## src/rtl/asl_pkg.sv

```systemverilog
// asl_pkg: shared constants and types for the ASL result writer.
//   - AHB-Lite transfer encodings and the fixed attribute values driven by
//     the writer (single-beat word writes, non-cacheable privileged data).
//   - wr_state_t: states of the AHB write sequencer.
//   - NO_CONF_CODE: code published when the best score misses the floor.
package asl_pkg;

    localparam logic [1:0]  HTRANS_IDLE   = 2'b00;
    localparam logic [1:0]  HTRANS_NSEQ   = 2'b10;
    localparam logic [2:0]  HSIZE_WORD    = 3'b010;
    localparam logic [2:0]  HBURST_SINGLE = 3'b000;
    localparam logic [3:0]  HPROT_DATA    = 4'b0011;

    // Offset of the display slave's "done" register from its base.
    localparam logic [31:0] DONE_OFFSET   = 32'h0000_0004;

    // Shown by the display as 99: no class was confident enough.
    localparam logic [4:0]  NO_CONF_CODE  = 5'd24;

    typedef enum logic [2:0] {
        WR_ACCUM,
        WR_ADDR0,
        WR_DATA0,
        WR_ADDR1,
        WR_DATA1
    } wr_state_t;

endpackage

```

## src/rtl/asl_result_writer_score_argmax.sv

```systemverilog
// score_argmax: running argmax over one frame of class scores.
//   clk, resetn     clock, asynchronous active-low reset
//   beat_i          a score beat is accepted this cycle
//   data_i          signed score of the accepted beat (beat k is class k)
//   last_i          accepted beat closes the frame
//   code_o          frame result including the current beat: winning class
//                   index, or NO_CONF_CODE when the best score is below
//                   CONF_THRESH; meaningful when frame_done_o is high
//   len_err_o       frame so far (including this beat) exceeded N_CLASSES
//   frame_done_o    last beat accepted; internal state clears at this edge
module score_argmax
    import asl_pkg::*;
#(
    parameter int                          N_CLASSES   = 24,
    parameter int                          SCORE_W     = 16,
    parameter logic signed [SCORE_W-1:0]   CONF_THRESH = '0
) (
    input  logic                      clk,
    input  logic                      resetn,
    input  logic                      beat_i,
    input  logic signed [SCORE_W-1:0] data_i,
    input  logic                      last_i,
    output logic [4:0]                code_o,
    output logic                      len_err_o,
    output logic                      frame_done_o
);

    localparam logic [4:0] N_CLS = 5'(N_CLASSES);

    logic [4:0]                idx_q, idx_d;
    logic signed [SCORE_W-1:0] best_q, best_d;
    logic [4:0]                best_idx_q, best_idx_d;
    logic                      len_err_q, len_err_d;
    logic                      in_range;
    logic                      take;

    always_comb begin
        in_range     = idx_q < N_CLS;
        // Strict compare keeps the lower index on ties; idx 0 seeds the frame.
        take         = beat_i && in_range && ((idx_q == 5'd0) || (data_i > best_q));
        best_d       = take ? data_i : best_q;
        best_idx_d   = take ? idx_q : best_idx_q;
        // Counter saturates at N_CLASSES so overlength beats never wrap.
        idx_d        = (beat_i && in_range) ? idx_q + 5'd1 : idx_q;
        len_err_d    = len_err_q | (beat_i & ~in_range);
        frame_done_o = beat_i & last_i;
        code_o       = (best_d < CONF_THRESH) ? NO_CONF_CODE : best_idx_d;
        len_err_o    = len_err_d;
    end

    // NOTE: sequential state uses non-blocking assignments so every register
    // samples pre-edge values regardless of process evaluation order.
    always_ff @(posedge clk or negedge resetn) begin
        if (!resetn) begin
            idx_q      <= '0;
            best_q     <= '0;
            best_idx_q <= '0;
            len_err_q  <= 1'b0;
        end else if (frame_done_o) begin
            idx_q      <= '0;
            best_q     <= '0;
            best_idx_q <= '0;
            len_err_q  <= 1'b0;
        end else begin
            idx_q      <= idx_d;
            best_q     <= best_d;
            best_idx_q <= best_idx_d;
            len_err_q  <= len_err_d;
        end
    end

endmodule

```

## src/rtl/asl_result_writer.sv

```systemverilog
// asl_result_writer: argmax of a per-class score stream, published to the
// seven-segment display slave as two AHB-Lite single writes
// (code to SSD_BASE+0x0, then 1 to SSD_BASE+0x4).
//   clk, resetn                 clock, asynchronous active-low reset
//   s_valid_i/s_ready_o         score stream handshake
//   s_data_i, s_last_i          signed score (beat k = class k), frame end
//   m_h*_o, m_hready_i          AHB-Lite master port (m_hresp_i unused: the
//                               display slave always answers OKAY)
//   result_o                    last published code (0-23, or 24)
//   result_valid_o              one-cycle pulse when the done write completes
//   busy_o                      writer is not accepting scores
//   len_err_o                   published frame had more than N_CLASSES beats
module asl_result_writer
    import asl_pkg::*;
#(
    parameter int                          N_CLASSES   = 24,
    parameter int                          SCORE_W     = 16,
    parameter logic signed [SCORE_W-1:0]   CONF_THRESH = '0,
    parameter logic [31:0]                 SSD_BASE    = 32'hD000_0000
) (
    input  logic                      clk,
    input  logic                      resetn,
    input  logic                      s_valid_i,
    output logic                      s_ready_o,
    input  logic signed [SCORE_W-1:0] s_data_i,
    input  logic                      s_last_i,
    output logic [31:0]               m_haddr_o,
    output logic [1:0]                m_htrans_o,
    output logic                      m_hwrite_o,
    output logic [2:0]                m_hsize_o,
    output logic [2:0]                m_hburst_o,
    output logic [3:0]                m_hprot_o,
    output logic                      m_hmastlock_o,
    output logic [31:0]               m_hwdata_o,
    input  logic                      m_hready_i,
    input  logic                      m_hresp_i,
    output logic [4:0]                result_o,
    output logic                      result_valid_o,
    output logic                      busy_o,
    output logic                      len_err_o
);

    wr_state_t   state_q, state_d;
    logic [31:0] haddr_q, haddr_d;
    logic [1:0]  htrans_q, htrans_d;
    logic        hwrite_q, hwrite_d;
    logic [31:0] hwdata_q, hwdata_d;
    logic [4:0]  code_q, code_d;
    logic        frame_err_q, frame_err_d;
    logic [4:0]  result_q, result_d;
    logic        len_err_out_q, len_err_out_d;
    logic        result_valid_q, result_valid_d;

    logic        beat;
    logic [4:0]  am_code;
    logic        am_len_err;
    logic        am_frame_done;
    logic        unused_hresp;

    assign unused_hresp = m_hresp_i;

    assign s_ready_o = (state_q == WR_ACCUM);
    assign busy_o    = ~s_ready_o;
    assign beat      = s_valid_i & s_ready_o;

    score_argmax #(
        .N_CLASSES   (N_CLASSES),
        .SCORE_W     (SCORE_W),
        .CONF_THRESH (CONF_THRESH)
    ) u_argmax (
        .clk          (clk),
        .resetn       (resetn),
        .beat_i       (beat),
        .data_i       (s_data_i),
        .last_i       (s_last_i),
        .code_o       (am_code),
        .len_err_o    (am_len_err),
        .frame_done_o (am_frame_done)
    );

    // AHB outputs are registered: each transition loads the values of the
    // state being entered, so the bus shows them in the very next cycle.
    always_comb begin
        // NOTE: every signal gets a default first, so no path through the
        // case below can leave one unassigned and infer a latch.
        state_d        = state_q;
        haddr_d        = haddr_q;
        htrans_d       = htrans_q;
        hwrite_d       = hwrite_q;
        hwdata_d       = hwdata_q;
        code_d         = code_q;
        frame_err_d    = frame_err_q;
        result_d       = result_q;
        len_err_out_d  = len_err_out_q;
        result_valid_d = 1'b0;

        case (state_q)
            WR_ACCUM: begin
                if (am_frame_done) begin
                    state_d     = WR_ADDR0;
                    code_d      = am_code;
                    frame_err_d = am_len_err;
                    haddr_d     = SSD_BASE;
                    htrans_d    = HTRANS_NSEQ;
                    hwrite_d    = 1'b1;
                    hwdata_d    = {27'b0, am_code};
                end
            end
            WR_ADDR0: begin
                if (m_hready_i) begin
                    state_d  = WR_DATA0;
                    htrans_d = HTRANS_IDLE;
                end
            end
            WR_DATA0: begin
                if (m_hready_i) begin
                    state_d  = WR_ADDR1;
                    haddr_d  = SSD_BASE + DONE_OFFSET;
                    htrans_d = HTRANS_NSEQ;
                    hwrite_d = 1'b1;
                    hwdata_d = 32'h1;
                end
            end
            WR_ADDR1: begin
                if (m_hready_i) begin
                    state_d  = WR_DATA1;
                    htrans_d = HTRANS_IDLE;
                end
            end
            WR_DATA1: begin
                if (m_hready_i) begin
                    state_d        = WR_ACCUM;
                    haddr_d        = '0;
                    htrans_d       = HTRANS_IDLE;
                    hwrite_d       = 1'b0;
                    hwdata_d       = '0;
                    result_d       = code_q;
                    len_err_out_d  = frame_err_q;
                    result_valid_d = 1'b1;
                end
            end
            default: begin
                state_d  = WR_ACCUM;
                haddr_d  = '0;
                htrans_d = HTRANS_IDLE;
                hwrite_d = 1'b0;
                hwdata_d = '0;
            end
        endcase
    end

    always_ff @(posedge clk or negedge resetn) begin
        if (!resetn) begin
            state_q        <= WR_ACCUM;
            haddr_q        <= '0;
            htrans_q       <= HTRANS_IDLE;
            hwrite_q       <= 1'b0;
            hwdata_q       <= '0;
            code_q         <= '0;
            frame_err_q    <= 1'b0;
            result_q       <= '0;
            len_err_out_q  <= 1'b0;
            result_valid_q <= 1'b0;
        end else begin
            state_q        <= state_d;
            haddr_q        <= haddr_d;
            htrans_q       <= htrans_d;
            hwrite_q       <= hwrite_d;
            hwdata_q       <= hwdata_d;
            code_q         <= code_d;
            frame_err_q    <= frame_err_d;
            result_q       <= result_d;
            len_err_out_q  <= len_err_out_d;
            result_valid_q <= result_valid_d;
        end
    end

    assign m_haddr_o      = haddr_q;
    assign m_htrans_o     = htrans_q;
    assign m_hwrite_o     = hwrite_q;
    assign m_hwdata_o     = hwdata_q;
    assign m_hsize_o      = HSIZE_WORD;
    assign m_hburst_o     = HBURST_SINGLE;
    assign m_hprot_o      = HPROT_DATA;
    assign m_hmastlock_o  = 1'b0;
    assign result_o       = result_q;
    assign result_valid_o = result_valid_q;
    assign len_err_o      = len_err_out_q;

endmodule

```

## config.mk

```make
export PLATFORM = sky130hd
export DESIGN_NAME = asl_result_writer
export DESIGN_NICKNAME = d
export VERILOG_FILES = /design/src/rtl/asl_pkg.sv /design/src/rtl/asl_result_writer_score_argmax.sv /design/src/rtl/asl_result_writer.sv
export SDC_FILE = /design/constraint.sdc
export NUM_CORES = 1
export LEC_CHECK = 0
export CELL_PAD_IN_SITES_DETAIL_PLACEMENT = 1
export CELL_PAD_IN_SITES_GLOBAL_PLACEMENT = 1
export CORE_UTILIZATION = 35
export DETAILED_ROUTE_END_ITERATION = 10
export PLACE_DENSITY_LB_ADDON = 0.3
export SLEW_MARGIN = 20
export SYNTH_ARGS = -nofsm -noshare
export SYNTH_HDL_FRONTEND = slang
export SYNTH_HIERARCHICAL = 1
export SYNTH_SLANG_ARGS = --single-unit
```

## constraint.sdc

```tcl
create_clock -name clk -period 3.2 [get_ports clk]
set_clock_uncertainty 0.05 [all_clocks]
set_input_delay 0.48 -clock clk [delete_from_list [all_inputs] [get_ports clk]]
set_output_delay 0.48 -clock clk [all_outputs]
set_load 0.02 [all_outputs]
```

==> results of run 1 <==
==> where the power goes <==
group          internal, W  switching [W]  leakage (nW)  total (W)
sequential        0.000909       0.000193         0.669    0.00110
clock             0.000177       0.000224        0.0474   0.000401
combinational     0.000735       0.000956          1.03    0.00169
==> metrics by stage <==
step                      instances  hold slack (ns)  TNS (ns)  instance area, um^2  setup WS, ns
after CTS                       534            0.270         0                 3800         0.237
after global routing            534            0.277         0                 3800        0.0244
final                           534            0.232         0                 3800         0.261
after detailed placement        526            0.446    -0.325                 3700       -0.0916
after global placement          526            0.442   -0.0450                 3700       -0.0298
after floorplan                 425            0.134         0                 3640        0.0601
==> cell type report <==
| cell class | count | area (um^2) | area share (%) |
|---|---|---|---|
| clock inverter | 2 | 16.3 | 0.428 |
| tap | 129 | 161 | 4.24 |
| inverter | 24 | 90.1 | 2.37 |
| multi-input combinational | 262 | 1630 | 42.9 |
| clock buffer | 6 | 82.6 | 2.17 |
| sequential | 51 | 1280 | 33.6 |
| timing repair buffer | 60 | 546 | 14.3 |
==> worst reg2reg max path: cells and delay by family (launching register included) <==
kind / cells / cell delay (ns)
adders and majority gates: 1 / 0.31
muxes: 1 / 0.27
and+or+nand+nor: 2 / 0.60
buffers and inverters: 2 / 0.25
AOI/OAI and AO/OA: 4 / 0.81
DFF: 1 / 0.41
==> logic make-up (layout without fill, tap and decap cells) <==
kind of cell	after synthesis	in the layout	synth area share [%]
mux	17	17	5.56
xor+xnor	1	1	0.258
other cells	2	67	0.221
simple gates	71	71	11.2
compound gates	88	88	16.8
fa+ha+maj	18	18	6.63
buf+inv	112	92	21.7
flops	51	51	37.6
==> layout by cell type (no fill, tap or decap), drive strengths merged, types with 2 or more instances in the layout <==
master and n:
a31o 3, nand2b 3, dfrtp 51, ha 18
o21ai 25, a21boi 2, conb 67, clkdlybuf4s50 39
nand3 23, clkbuf 6, nand3b 2, nor2 15
nor2b 2, nand4 4, nand2 8, a22o 4
mux2 15, buf 21, o211ai 3, mux2i 2
a21oi 34, and2 3, a31oi 3, inv 24
o31ai 4, o22ai 4, nor3 5
==> registers in the layout, summed over array words and instances, names as in the netlist <==
register / count
len_err_o: 1
u_argmax/len_err_q: 1
state_q: 3
m_hwdata_o: 5
result_o: 5
u_argmax/idx_q: 5
frame_err_q: 1
u_argmax/best_q: 16
m_haddr_o: 2
result_valid_o: 1
m_htrans_o: 1
code_q: 5
u_argmax/best_idx_q: 5
==> per-layer routing <==
metal | GRT usage (%) | part of all wire [%] | wire [um]
met5 | 0 | 0 | 0
met1 | 20.5 | 47 | 3400
met3 | 1.94 | 3.1 | 229
met4 | 3.79 | 0.96 | 70
met2 | 27.4 | 49 | 3580
==> worst paths after layout <==
path | start | end | slack (ns) | depth (start not counted)
hold / removal | resetn | u_argmax/idx_q[1] | 0.23 | 1
setup / recovery | s_data_i[14] | code_q[2] | 0.26 | 10
max in group asynchronous | resetn | result_o[2] | 2.22 | 2
hold reg to reg | result_o[2] | result_o[2] | 0.46 | 1
setup reg to reg | u_argmax/best_q[15] | code_q[2] | 0.39 | 10
min in group clk | result_o[2] | result_o[2] | 0.46 | 1
==> impl_metrics.tcl, run 1 <==
set metrics [dict create \
    avgSynthCellArea_um2 9.43 \
    synth_top_area_share_pct 37.6 \
    max-cap-violations 0 \
    layout-drive-gt1-share_pct 14.6 \
    cts_tree "built" \
    core_um2 9330 \
    htreeDepth 2 \
    dieArea_um2 10100 \
    first_pass_iters 4 \
    post_cts_buffers 0 \
    cts.sinks 51 \
    min_period_ns 2.94 \
    crit_path_cell_trace "clkdlybuf4s50_1 -> ha_1 -> nand4_1 -> nor4_1 -> a21oi_1 -> a31o_4 -> buf_4 -> o211ai_1 -> o31ai_1 -> mux2_2" \
    cts-root-buf "clkbuf_8" \
    wl_mm 7.28 \
    finalPower_w 0.00319 \
    cts.path.max_buffers 2 \
    clock_latency_ns 0.31 \
    grt_pass1_vias 2586 \
    dp_hpwl_mm 5.34 \
    yosysWarnings 6 \
    yosys_most_used_dff "dfrtp_1" \
    post_drt_wl_per_cell_um 13.6 \
    worstPathRequired_ns 3.35 \
    grt_max_degree 39 \
    synth_cells 360 \
    grtUsageTotal_pct 15.6 \
    grt_pass1_wl_mm 12.5 \
    total_leakage_power_nw 1.74 \
    min_path_type "in2async" \
    critPathLaunchType "input port" \
    post-synth-top-count-cell "buf_4" \
    cts_hold_buf 0 \
    vias_per_cell 4.64 \
    cts_buffers 5 \
    netlist_area_um2 3400 \
    slew_viol_final 0 \
    cpPeakStageDelay_ns 0.45 \
    antenna_found_initial 0 \
    worst_pin_slew_ns 0.874 \
    initial_core_util_pct 36.4 \
    nNetsFinal 444 \
    endpoint_kind "flop" \
    outcome "finished clean" \
    maxSlewHeadroom_pct 41.7 \
    utilization_pct 40.8 \
    synthDistinctLibCells 50 \
    synth_edf_count 0 \
    hold_viol 0 \
    cp.arrival_ns 3.09 \
    syn_to_final_growth_pct 12.0 \
    nFillCells 1079 \
    diodes 0 \
    drtIter0Drc 63 \
    cts_resized 0 \
    vias 2478 \
    grt-ovfl-total 0 \
    rows 35 \
    ys_seq_area_share_pct 37.6 \
    ios 109 \
    yosys-top-cells-count "buf_4 (71), dfrtp_1 (51), a21oi_1 (34)" \
    peakVddDrop_mv 0.244 \
    synth_area_leaders "dfrtp_1 (38%), buf_4 (16%), ha_1 (6.6%)" \
    crit_fanout 4 \
    drc_errors 0 \
    crit_slowest_cell "clkdlybuf4s50_1" \
    place_congestion 0.758 \
    cellPowerDensity_nw_per_um2 840 \
    clk_pin_slew_ns 0.10 \
    synth-seq-cells 51 \
    port_buffers 40 \
    setup_violations 0 \
    die_y_um 101 \
    critPathTopFamily "compound AO/OA/AOI/OAI gates" \
    rsz0062_at_grt "no" \
    async_flop_share_pct 100 \
    synth_top_area_cell "dfrtp_1" \
    die_x_um 101 \
    timing.final.crit_share_pct 91.8 \
    critPathBufInv 2 \
    max_clock_freq_mhz 340 \
    antenna_left 0 \
    path_class "in2reg" \
]
No activity file was read; power rests on OpenSTA's default activity.
==> inputs of run 2 (changes only) <==
--- a/config.mk
+++ b/config.mk
@@ -5,7 +5,7 @@
 export SDC_FILE = /design/constraint.sdc
 export NUM_CORES = 1
 export LEC_CHECK = 0
-export CELL_PAD_IN_SITES_DETAIL_PLACEMENT = 1
+export CELL_PAD_IN_SITES_DETAIL_PLACEMENT = 0
 export CELL_PAD_IN_SITES_GLOBAL_PLACEMENT = 1
 export CORE_UTILIZATION = 35
 export DETAILED_ROUTE_END_ITERATION = 10
==> impl_metrics.tcl, run 2 (synthesis results as in run 1) <==
set metrics [dict create \
    outcome "finished clean" \
    vias 2419 \
    nNetsFinal 444 \
    cts_tree "built" \
    worst_pin_slew_ns 0.895 \
    seqPwrFrac_pct 34.0 \
    crit_slowest_cell "clkdlybuf4s50_1" \
    reg2reg_from "u_argmax/best_q[15]" \
    p_clk_share_pct 14.5 \
    timing.final.crit_share_pct 90.8 \
    min_period_ns 2.90 \
    dieArea_um2 10100 \
    largest_register_ffs 16 \
    antenna_left 0 \
    p_comb_share_pct 51.5 \
    syn_to_final_growth_pct 12.5 \
    die_y_um 101 \
    p_sw_w 0.00134 \
    wl_met2_mm 3.30 \
    nFillCells 956 \
    wl_met3_um 250 \
    finalPower_w 0.00323 \
    crit_path_cell_trace "clkdlybuf4s50_1 -> ha_1 -> nand4_1 -> nor4_1 -> a21oi_1 -> a31o_4 -> o211ai_1 -> o31ai_1 -> nor2_1 -> nor3_1 -> mux2_2" \
    dp_hpwl_mm 4.78 \
    cp.arrival_ns 3.05 \
    post_drt_wl_per_cell_um 12.7 \
    endpoint_kind "flop" \
    layout_commonest_cell "conb_1" \
    highest_layer "met4" \
    rsz0062_at_grt "no" \
    layout-drive-gt1-share_pct 14.6 \
    diodes 0 \
    grt_pass1_wl_mm 11.5 \
    path_class "in2reg" \
    clk_pin_slew_ns 0.10 \
    grt-ovfl-total 0 \
    max_clock_freq_mhz 344 \
    setup_violations 0 \
    fin_area_um2 3820 \
    drc_errors 0 \
    post_cts_buffers 0 \
    max-cap-violations 0 \
    min_path_type "in2async" \
    crit_fanout 3 \
    core_um2 9330 \
    slew_viol_final 0 \
    ios 109 \
    cts.sinks 51 \
    top_register "u_argmax/best_q" \
    cts-root-buf "clkbuf_8" \
    grt_max_degree 39 \
    htreeDepth 2 \
    die_x_um 101 \
    rows 35 \
    critPathLaunchType "input port" \
    port_buffers 40 \
    maxSlewHeadroom_pct 40.3 \
    cts.path.max_buffers 2 \
    cp-startpoint "s_data_i[14]" \
    clock_latency_ns 0.30 \
    cts_resized 0 \
    place_congestion 0.758 \
    total_leakage_power_nw 1.75 \
    reg2reg_depth 11 \
    cts_buffers 5 \
    drtIter0Drc 90 \
    regToRegSetupSlack_ns 0.43 \
    antenna_found_initial 0 \
    peakVddDrop_mv 0.234 \
    endpoint "m_hwdata_o[0]" \
    worstPathRequired_ns 3.35 \
    grtUsageTotal_pct 14.5 \
    cts_hold_buf 0 \
    hold_viol 0 \
    grt_pass1_vias 2374 \
    met1Wirelength_mm 3.15 \
    first_pass_iters 4 \
    wl_mm 6.77 \
    initial_core_util_pct 36.4 \
    cpPeakStageDelay_ns 0.45 \
    place_area_um2 3700 \
    cellPowerDensity_nw_per_um2 844 \
    final_cell_mix "conb_1 (67), dfrtp_1 (51), clkdlybuf4s50_1 (39)" \
    vias_per_cell 4.53 \
    r2r-end "m_hwdata_o[0]" \
    p_sw_share_pct 41.7 \
    p_int_w 0.00188 \
]
==> run 2: cell count changes in the layout (fill, tap and decap cells not counted), sizes merged <==
| cell | previous run | this run |
|---|---|---|
| bufinv | 0 | 1 |
| clkbuf | 6 | 5 |
| clkinvlp | 1 | 0 |
| inv | 24 | 25 |
==> run 2: cell type report <==
type	count	area [um^2]	share of cell area [%]
Tap cell	129	161	4.23
Clock inverter	3	47.5	1.24
Inverter	24	90.1	2.36
Clock buffer	5	68.8	1.80
Sequential cell	51	1280	33.4
Multi-Input combinational cell	262	1630	42.7
Timing Repair Buffer	60	546	14.3
==> run 2: through the flow <==
step	util [%]	instances	worst slack [ns]	setup TNS (ns)	hold slack [ns]
2_1_floorplan	-	425	0.0601	0	0.134
3_3_place_gp	39.7	526	-0.0298	-0.0450	0.442
3_5_place_dp	39.7	526	-0.0479	-0.0996	0.444
4_1_cts	41.0	534	0.271	0	0.264
5_1_grt	41.0	534	0.0713	0	0.292
6_report	41.0	534	0.296	0	0.247
==> run 2: worst max-delay path, delay by kind of cell <==
kind / cells / cell delay [ns]
buffers and inverters: 1 / 0.45
muxes: 1 / 0.27
adders and majority gates: 1 / 0.33
and+or+nand+nor: 4 / 0.74
AOI/OAI and AO/OA: 4 / 0.78
==> run 2: worst min path at each step <==
stage | slack (ns) | start | to | depth (start not counted)
final | 0.25 | resetn | u_argmax/best_q[4] | 1
after global routing | 0.29 | resetn | u_argmax/best_idx_q[4] | 1
after CTS | 0.26 | resetn | u_argmax/idx_q[1] | 1
after detailed placement | 0.44 | result_o[4] | result_o[4] | 1
after global placement | 0.44 | code_q[1] | result_o[1] | 1
after floorplan | 0.13 | resetn | code_q[0] | 0
==> run 2: power by group through the flow <==
stage	registers (W)	logic, W	clock network [W]
floorplan	0.00111	0.00123	0
global placement	0.00111	0.00165	0
detailed placement	0.00111	0.00168	0
CTS	0.00110	0.00168	0.000488
global route	0.00115	0.00187	0.000514
finish	0.00110	0.00166	0.000467
==> run 2: routing by layer <==
metal,vias up,GRT usage (%)
li1,1190,-
met1,1150,18.9
met2,74,25.1
met3,5,1.94
met4,0,4.46
met5,-,0
==> inputs of run 3 (changes only) <==
--- a/config.mk
+++ b/config.mk
@@ -8,7 +8,9 @@
 export CELL_PAD_IN_SITES_DETAIL_PLACEMENT = 0
 export CELL_PAD_IN_SITES_GLOBAL_PLACEMENT = 1
 export CORE_UTILIZATION = 35
+export CTS_CLUSTER_SIZE = 10
 export DETAILED_ROUTE_END_ITERATION = 10
+export MAX_ROUTING_LAYER = met4
 export PLACE_DENSITY_LB_ADDON = 0.3
 export SLEW_MARGIN = 20
 export SYNTH_ARGS = -nofsm -noshare
==> impl_metrics.tcl, run 3 (synthesis results as in run 1) <==
set metrics [dict create \
    crit_slowest_cell "clkdlybuf4s50_1" \
    cts.sinks 51 \
    max-cap-violations 0 \
    crit_path_cell_trace "clkdlybuf4s50_1 -> ha_1 -> nand4_1 -> nor4_1 -> a21oi_1 -> a31o_4 -> o211ai_1 -> o31ai_1 -> nor2_1 -> nor3_1 -> mux2_2" \
    max_clock_freq_mhz 345 \
    drc_errors 0 \
    dp_hpwl_mm 4.78 \
    post_cts_buffers 0 \
    critPathBufInv 1 \
    layout_commonest_cell "conb_1" \
    cellPowerDensity_nw_per_um2 845 \
    reg2reg_from "u_argmax/best_q[15]" \
    vias_per_cell 4.54 \
    final_cell_mix "conb_1 (67), dfrtp_1 (51), clkdlybuf4s50_1 (39)" \
    clock_latency_ns 0.31 \
    first_pass_iters 4 \
    worstPathRequired_ns 3.35 \
    layout-drive-gt1-share_pct 14.6 \
    rows 35 \
    slew_viol_final 0 \
    hold_viol 0 \
    die_y_um 101 \
    die_x_um 101 \
    timing.setup.tns_ns 0 \
    initial_core_util_pct 36.4 \
    grt_pass1_vias 2374 \
    ios 109 \
    place_congestion 0.768 \
    cp-startpoint "s_data_i[14]" \
    cts_buffers 5 \
    path_class "in2reg" \
    final_cells 534 \
    endpoint_kind "flop" \
    critPathTopFamily "compound AO/OA/AOI/OAI gates" \
    core_um2 9330 \
    drtIter0Drc 94 \
    timing.final.crit_share_pct 90.7 \
    p_int_w 0.00188 \
    dieArea_um2 10100 \
    vias 2424 \
    cts_tree "built" \
    cpPeakStageDelay_ns 0.45 \
    htreeDepth 2 \
    cts_hold_buf 0 \
    grt_max_degree 39 \
    setup_violations 0 \
    diodes 0 \
    top_register "u_argmax/best_q" \
    finalPower_w 0.00323 \
    cp.arrival_ns 3.05 \
    p_sw_share_pct 41.7 \
    crit_fanout 3 \
    wl_mm 6.79 \
    largest_register_ffs 16 \
    cts_resized 0 \
    grt-ovfl-total 0 \
    seqPwrFrac_pct 34.0 \
    rsz0062_at_grt "no" \
    antenna_found_initial 0 \
    nNetsFinal 444 \
    min_period_ns 2.90 \
    min_path_type "in2async" \
    total_leakage_power_nw 1.75 \
    placedCellCount 526 \
    post_drt_wl_per_cell_um 12.7 \
    p_clk_share_pct 14.5 \
    utilization_pct 41.0 \
    grt_pass1_wl_mm 11.5 \
    worst_pin_slew_ns 0.898 \
    cts-root-buf "clkbuf_8" \
    syn_to_final_growth_pct 12.5 \
    antenna_left 0 \
    grtUsageTotal_pct 15.0 \
    peakVddDrop_mv 0.235 \
    p_sw_w 0.00135 \
    maxSlewHeadroom_pct 40.2 \
    p_comb_share_pct 51.5 \
    critPathLaunchType "input port" \
    clk_pin_slew_ns 0.10 \
    port_buffers 40 \
    outcome "finished clean" \
    cts.path.max_buffers 2 \
]
run 3: routing by layer:
layer | track usage [%] | share of wire [%] | up-vias
met5 | - | 0 | -
met4 | 4.46 | 1.1 | 0
met3 | 1.94 | 3.5 | 5
met2 | 25.0 | 49 | 70
met1 | 19.0 | 47 | 1158
li1 | - | - | 1191
run 3: power by group through the flow:
stage / clock [W] / combinational [W] / sequential, W
2_1_floorplan: 0 / 0.00123 / 0.00111
3_3_place_gp: 0 / 0.00165 / 0.00111
3_5_place_dp: 0 / 0.00168 / 0.00111
4_1_cts: 0.000488 / 0.00168 / 0.00110
5_1_grt: 0.000513 / 0.00187 / 0.00115
6_report: 0.000468 / 0.00166 / 0.00110
run 3: worst paths after layout:
check                                     endpoint  slack (ns)  cells after the start
worst max-delay path                 m_hwdata_o[0]        0.30                     11
worst min-delay path            u_argmax/best_q[4]        0.25                      1
worst max register to register       m_hwdata_o[0]        0.43                     11
worst min register to register         result_o[4]        0.46                      1
max in group asynchronous              result_o[1]        2.21                      2
min in group clk                       result_o[4]        0.46                      1
run 3: stage by stage:
step,instance area (um^2),hold slack [ns],setup slack (ns)
after floorplan,3640,0.134,0.0601
after global placement,3700,0.442,-0.0298
after detailed placement,3700,0.444,-0.0479
after CTS,3820,0.264,0.271
after global routing,3820,0.293,0.0713
final,3820,0.246,0.299
run 3: layout make-up:
class	instances	area, um^2
Clock buffer	5	68.8
Multi-Input combinational cell	262	1630
Inverter	24	90.1
Tap cell	129	161
Fill cell	956	5510
Sequential cell	51	1280
Timing Repair Buffer	60	546
Clock inverter	3	47.5
